### src/rtl/cond_unit_pkg.sv
// Shared types for the execute-stage condition unit: condition codes,
// NZCV bit positions and the flag record.
package cond_unit_pkg;

    typedef enum logic [3:0] {
        COND_EQ = 4'b0000,
        COND_NE = 4'b0001,
        COND_CS = 4'b0010,
        COND_CC = 4'b0011,
        COND_MI = 4'b0100,
        COND_PL = 4'b0101,
        COND_VS = 4'b0110,
        COND_VC = 4'b0111,
        COND_HI = 4'b1000,
        COND_LS = 4'b1001,
        COND_GE = 4'b1010,
        COND_LT = 4'b1011,
        COND_GT = 4'b1100,
        COND_LE = 4'b1101,
        COND_AL = 4'b1110,
        COND_NV = 4'b1111
    } cond_e;

    localparam int FLAG_N = 3;
    localparam int FLAG_Z = 2;
    localparam int FLAG_C = 1;
    localparam int FLAG_V = 0;

    typedef struct packed {
        logic n;
        logic z;
        logic c;
        logic v;
    } flags_t;

endpackage

### src/rtl/cond_unit_cond_check.sv
// Pure combinational decode of the condition field against a set of flags.
module cond_check
    import cond_unit_pkg::*;
(
    input  logic [3:0] Cond,
    input  logic [3:0] Flags,
    output logic       CondEx_raw
);

    logic n_s;
    logic z_s;
    logic c_s;
    logic v_s;
    logic ge_s;

    assign n_s  = Flags[FLAG_N];
    assign z_s  = Flags[FLAG_Z];
    assign c_s  = Flags[FLAG_C];
    assign v_s  = Flags[FLAG_V];
    assign ge_s = (n_s == v_s);

    // Condition-code decode; NV never passes
    always_comb begin
        CondEx_raw = 1'b0;
        case (cond_e'(Cond))
            COND_EQ: CondEx_raw = z_s;
            COND_NE: CondEx_raw = ~z_s;
            COND_CS: CondEx_raw = c_s;
            COND_CC: CondEx_raw = ~c_s;
            COND_MI: CondEx_raw = n_s;
            COND_PL: CondEx_raw = ~n_s;
            COND_VS: CondEx_raw = v_s;
            COND_VC: CondEx_raw = ~v_s;
            COND_HI: CondEx_raw = c_s & ~z_s;
            COND_LS: CondEx_raw = ~c_s | z_s;
            COND_GE: CondEx_raw = ge_s;
            COND_LT: CondEx_raw = ~ge_s;
            COND_GT: CondEx_raw = ~z_s & ge_s;
            COND_LE: CondEx_raw = z_s | ~ge_s;
            COND_AL: CondEx_raw = 1'b1;
            COND_NV: CondEx_raw = 1'b0;
            default: CondEx_raw = 1'b0;
        endcase
    end

endmodule

### src/rtl/cond_unit.sv
// Execute-stage condition unit: NZCV flag register plus condition-gated
// PC/register/memory write enables.
module cond_unit
    import cond_unit_pkg::*;
#(
    parameter logic [3:0] FLAG_RST = 4'b0000
) (
    input  logic       clk,
    input  logic       reset,
    input  logic       ValidE,
    input  logic       StallE,
    input  logic [3:0] Cond,
    input  logic [3:0] ALUFlags,
    input  logic [1:0] FlagW,
    input  logic       PCS,
    input  logic       RegW,
    input  logic       MemW,
    output logic       PCSrc,
    output logic       RegWrite,
    output logic       MemWrite,
    output logic       CondEx,
    output logic [3:0] Flags
);

    logic [3:0] flags_r;
    logic       cond_raw_s;
    logic       flag_en_s;

    // Evaluated against the registered flags so a same-cycle write is not seen
    cond_check u_cond_check (
        .Cond       (Cond),
        .Flags      (flags_r),
        .CondEx_raw (cond_raw_s)
    );

    assign CondEx    = ValidE & cond_raw_s;
    assign PCSrc     = PCS  & CondEx;
    assign RegWrite  = RegW & CondEx;
    assign MemWrite  = MemW & CondEx;
    assign Flags     = flags_r;
    assign flag_en_s = CondEx & ~StallE;

    // Flag register; N/Z and C/V halves are written independently
    always_ff @(posedge clk) begin
        if (reset) begin
            flags_r <= FLAG_RST;
        end else if (flag_en_s) begin
            if (FlagW[1]) begin
                flags_r[FLAG_N:FLAG_Z] <= ALUFlags[FLAG_N:FLAG_Z];
            end
            if (FlagW[0]) begin
                flags_r[FLAG_C:FLAG_V] <= ALUFlags[FLAG_C:FLAG_V];
            end
        end
    end

endmodule

### config.mk
export PLATFORM = sky130hd
export DESIGN_NAME = cond_unit
export DESIGN_NICKNAME = d
export VERILOG_FILES = /design/src/rtl/cond_unit_pkg.sv /design/src/rtl/cond_unit_cond_check.sv /design/src/rtl/cond_unit.sv
export SDC_FILE = /design/constraint.sdc
export NUM_CORES = 1
export LEC_CHECK = 0
export ABC_AREA = 1
export CAP_MARGIN = 15
export CORE_AREA = 2 2 39 41
export DETAILED_ROUTE_END_ITERATION = 10
export DIE_AREA = 0 0 41 43
export PLACE_DENSITY = 0.75
export SYNTH_ARGS = -nofsm -noshare
export SYNTH_HDL_FRONTEND = slang
export SYNTH_HIERARCHICAL = 1
export SYNTH_SLANG_ARGS = --single-unit
### constraint.sdc
create_clock -name clk -period 2.2 [get_ports clk]
set_clock_uncertainty 0.1 [all_clocks]
set_input_delay 0.55 -clock clk [delete_from_list [all_inputs] [get_ports clk]]
set_output_delay 0.55 -clock clk [all_outputs]
set_load 0.02 [all_outputs]
Word-level counts from Yosys, hierarchy flattened. Index checks and enable logic that the tools add are counted.

Eq/ne operators: 16. Muxes and demuxes: 1. Bitwise gates (word level): 15. Reduce and logical (&&, ||, !) cells: 3.

Operators by type and width (number): 4-bit == test (second input constant) (8); 4-bit by 3-bit == test with 1-bit output (second input constant) (4); 1-bit case mux with 16 select lines (1); 4-bit by 2-bit == test with 1-bit output (second input constant) (2); 1-bit AND (7); 1-bit NOT (6); 4-bit by 1-bit == test with 1-bit output (second input constant) (1); 4-bit zero test (1); 2-bit AND reduction (2); 1-bit OR (2); 1-bit == test (1).

Register bits: 4. Bits of input ports: 17. Output and inout bits: 8.

Logic depth before layout (Yosys ltp).
Depth in word-level cells: 7. Mapped depth: 15. Depth with buffers taken out: 15.

By module. The synthesis kept the hierarchy.

Modules (own cells, without submodules): cond_unit (times used 1, cells an instance 45, area an instance 249.0 sq um); cond_check (times used 1, cells an instance 45, area an instance 205.2 sq um).

Least setup slack after synthesis. OpenSTA, ideal clock, no wires.

Kind: input to output. Start point: input Cond[1]. End point: output MemWrite. Arrival time: 1.484 ns. Setup slack: 0.066 ns. Stages: 11. Buffers on the path: 0. Path through: nor2_2 nand3_1 nand2_1 inv_1 nand2_1 nand2_1 nand3_1 nand2_1 nand3_2 nand2_2 nor2_1.

Word-level cells in the longest chain between the ends: 4. Elaborated cells between the ends (all ways): 19. Those cells by class: 15 x eq/ne; 1 x mux; 2 x bitwise; 1 x reduce/logical.

RTL lines: start, declared (RTL line cond_unit.sv:12) `input logic [3:0] Cond,`; 4-bit == test, or another cell as far along (RTL line cond_unit_cond_check.sv:25) `case (cond_e'(Cond))`; 1-bit case mux with 16 select lines * (RTL line cond_unit_cond_check.sv:25); named net cond_raw_s (RTL line cond_unit.sv:26) `logic cond_raw_s;`; 1-bit AND * (RTL line cond_unit.sv:36) `assign CondEx = ValidE & cond_raw_s;`; 1-bit AND * (RTL line cond_unit.sv:39) `assign MemWrite = MemW & CondEx;`; end, declared (RTL line cond_unit.sv:20) `output logic MemWrite,`.

The timed path passes the listed nets; every way through them passes the cells marked *.

Worst setup path after layout.
Start point: input Cond[3]. End point: output RegWrite.

Word-level cells in the longest chain between the ends: 4. Elaborated cells between the ends (all ways): 19. Those cells by class: 15 x eq/ne; 1 x mux; 2 x bitwise; 1 x reduce/logical.

RTL lines: 4-bit == test, or another cell as far along (RTL line cond_unit_cond_check.sv:25); 1-bit case mux with 16 select lines * (RTL line cond_unit_cond_check.sv:25); named net cond_raw_s (RTL line cond_unit.sv:26); 1-bit AND * (RTL line cond_unit.sv:36); 1-bit AND * (RTL line cond_unit.sv:38) `assign RegWrite = RegW & CondEx;`; end, declared (RTL line cond_unit.sv:19) `output logic RegWrite,`.

Marks and branches as above.

==> results_dict.tcl <==
set metrics [dict create \
    syn_area_per_cell_sq_um 5.05 \
    max_slew_margin_pct 85.6 \
    endpoint "RegWrite" \
    dr.first_iter.drc_count 7 \
    worst_slack_ps -59.1 \
    grt_pass1_vias 603 \
    grt_usage_pct 18.8 \
    max_freq_mhz 443 \
    worstPathArrival_ps 1610 \
    hpwl_microns 1090 \
    crit_start "Cond[3]" \
    hold_depth 4 \
    first_pass_iters 4 \
    yosys.area.top_type "nand2_1" \
    ys_types 14 \
    area_growth_pct 101 \
    largest_register_ff_count 4 \
    hold_viol_final 0 \
    die_y_microns 43 \
    max-vdd-ir-drop_v 0.000342 \
    viasPerCell 4.54 \
    crit_fanout 5 \
    synth-seq-area-share_pct 17.6 \
    setup.worst_path.class "in -> out" \
    top_usage_layer "met2" \
    start_util_pct 32.8 \
    slew_violations 0 \
    total_leakage_power_nw 0.459 \
    synth_area_leaders "nand2_1 21%, inv_1 20%, dfxtp_1 18%" \
    dp.cells 139 \
    fp.dieW_microns 41 \
    max_stage_delay_ps 220 \
    use_met3_pct 6.28 \
    clkTransAtPathRegs_ps 40 \
    clock_path_buffers 2 \
    slowest_stage "clkdlybuf4s15_2" \
    drive_above_1_share_pct 36.7 \
    synth_edf_count 0 \
    cts_tree "yes" \
    clk_latency_ps 230 \
    synthArstFlopShare_pct 0 \
    io_pins 25 \
    start_kind "primary input" \
    holdWs_ps 494 \
    cts-root-buf "clkbuf_4" \
    setup_tns_ps -207 \
    port_buffers 24 \
    synth_commonest_cells "25 x nand2_1, 24 x inv_1, 12 x nand3_1, 9 x nor2_1" \
    finalNonFillerCells 144 \
    rsz0062_at_grt "yes" \
    syn_inst 90 \
    reg2reg_from "Flags[3]" \
    rows 14 \
    antenna_violating_nets_post_route 0 \
    end_kind "output port" \
    tightestPinTransition_ps 216 \
    multiInputGateArea_sq_um 345 \
    crit_chain "clkdlybuf4s15_2, nor2_2, o211ai_1, nand3_1, nor2_2, nand3_2, nand2_4, nor2_4, buf_6" \
    vias 654 \
    r2r_cells 14 \
    cts_sinks 4 \
    core_area_sq_mm 0.00138 \
    hold_buffers 0 \
    grt_max_degree 6 \
    diodes 0 \
    cpMostUsedCell "nor2_2" \
    p_per_area_mw_per_mm2 364 \
    dieArea_sq_mm 0.00176 \
    hp-class "reg -> reg" \
    synth_nets 107 \
    cp_data_required_time_ps 1550 \
    wl_per_cell_microns 9.90 \
    status "finished, violations left" \
    synth_top_area_share_pct 20.7 \
    rrSetupSlack_ps 420 \
    ys.warnings.count 6 \
    violations "setup timing" \
    fillers 130 \
    numCtsBuffers 3 \
    grt_overflow 0 \
    grt_pass1_wl_microns 2290 \
    r2r_end "Flags[3]" \
    drt_wl_total_microns 1430 \
    finalPower_uw 332 \
    grt_use_met2_pct 33.1 \
    routabilityCongestion 0.719 \
    synthFlopType "dfxtp_1" \
    synth_area_sq_um 454 \
    layout.nets 147 \
    drc_errors 0 \
    h-tree-depth 1 \
    seqCellArea_sq_um 82.6 \
    synth-seq-cells 4 \
    finalCritPeriodShare_pct 103 \
    period_needed_ps 2260 \
    gr-usage-met1_pct 21.3 \
    grt_antenna_before_repair 0 \
    maxCapViolations 0 \
    setup_violations 4 \
    synth.most_common_cell "nand2_1" \
]
-- timing repair --
action | 4_1_cts | 5_1_grt
cloned | 0 | 0
endpoints found under the setup margin | 8 | 4
pin swaps | 12 | 8
resized for setup | 54 | 17
buffers inserted | 2 | 0
-- worst max-delay path, delay by kind of cell --
kind | cells | cell delay, ps
compound gates | 1 | 110
buf+inv | 2 | 340
simple gates | 6 | 610
-- through the flow --
step	worst slack, ps	utilization (%)	area [sq um]
CTS	-64.0	61.9	857
detailed placement	-976	56.5	782
floorplan	65.9	-	454
finish	-59.1	65.8	911
global placement	-929	56.5	782
global route	-154	65.8	911
-- cells by family (layout without fill, tap and decap cells) --
| family | count (synthesis) | in the layout | share of synthesized area (%) |
|---|---|---|---|
| AOI/OAI and AO/OA | 6 | 6 | 7.71 |
| DFF | 4 | 4 | 17.6 |
| and+or+nand+nor | 54 | 54 | 53.2 |
| buffers and inverters | 26 | 64 | 21.5 |
-- per-layer routing --
layer,vias to the layer above,part of all wire (%)
met1,291,38
met4,0,0
li1,346,-
met5,-,0
met2,17,56
met3,0,5.5
-- power by group --
part           internal, mW  switching, mW
logic                0.0822         0.0779
registers            0.0765        0.00347
clock network        0.0611         0.0304
total                 0.220          0.112
-- cells in the final DEF, fill, tap and decap left out --
cell	netlist	routed
buf_12	0	1
clkdlybuf4s50_1	0	16
buf_8	0	1
nand3_2	1	3
inv_1	24	20
nor2_2	4	4
nand3_1	12	10
clkdlybuf4s15_2	0	1
nand2_4	0	2
buf_2	0	1
a21oi_2	0	1
dfxtp_2	0	2
nand2_1	25	22
o21ai_0	1	1
buf_6	0	5
clkbuf_4	0	3
nor2_1	9	4
inv_2	2	6
o21ai_1	2	2
nor2_4	0	5
o211ai_1	2	2
buf_4	0	10
nand2_2	1	2
nand4_1	2	2
dfxtp_1	4	2
-- worst min path at each step --
stage	startpoint	endpoint	slack, ps
final	Flags[1]	Flags[1]	490
after global routing	Flags[1]	Flags[1]	580
after CTS	Flags[1]	Flags[1]	500
after detailed placement	Flags[1]	Flags[1]	480
after global placement	Flags[1]	Flags[1]	460
after floorplan	Flags[2]	Flags[2]	510
-- cell type report --
type	instances	share of cell area, %
Sequential cell	4	9.07
Timing Repair Buffer	35	37.6
Multi-Input combinational cell	60	37.9
Tap cell	16	2.20
Clock buffer	3	2.47
Inverter	26	10.7
No activity file was read; power rests on OpenSTA's default activity.
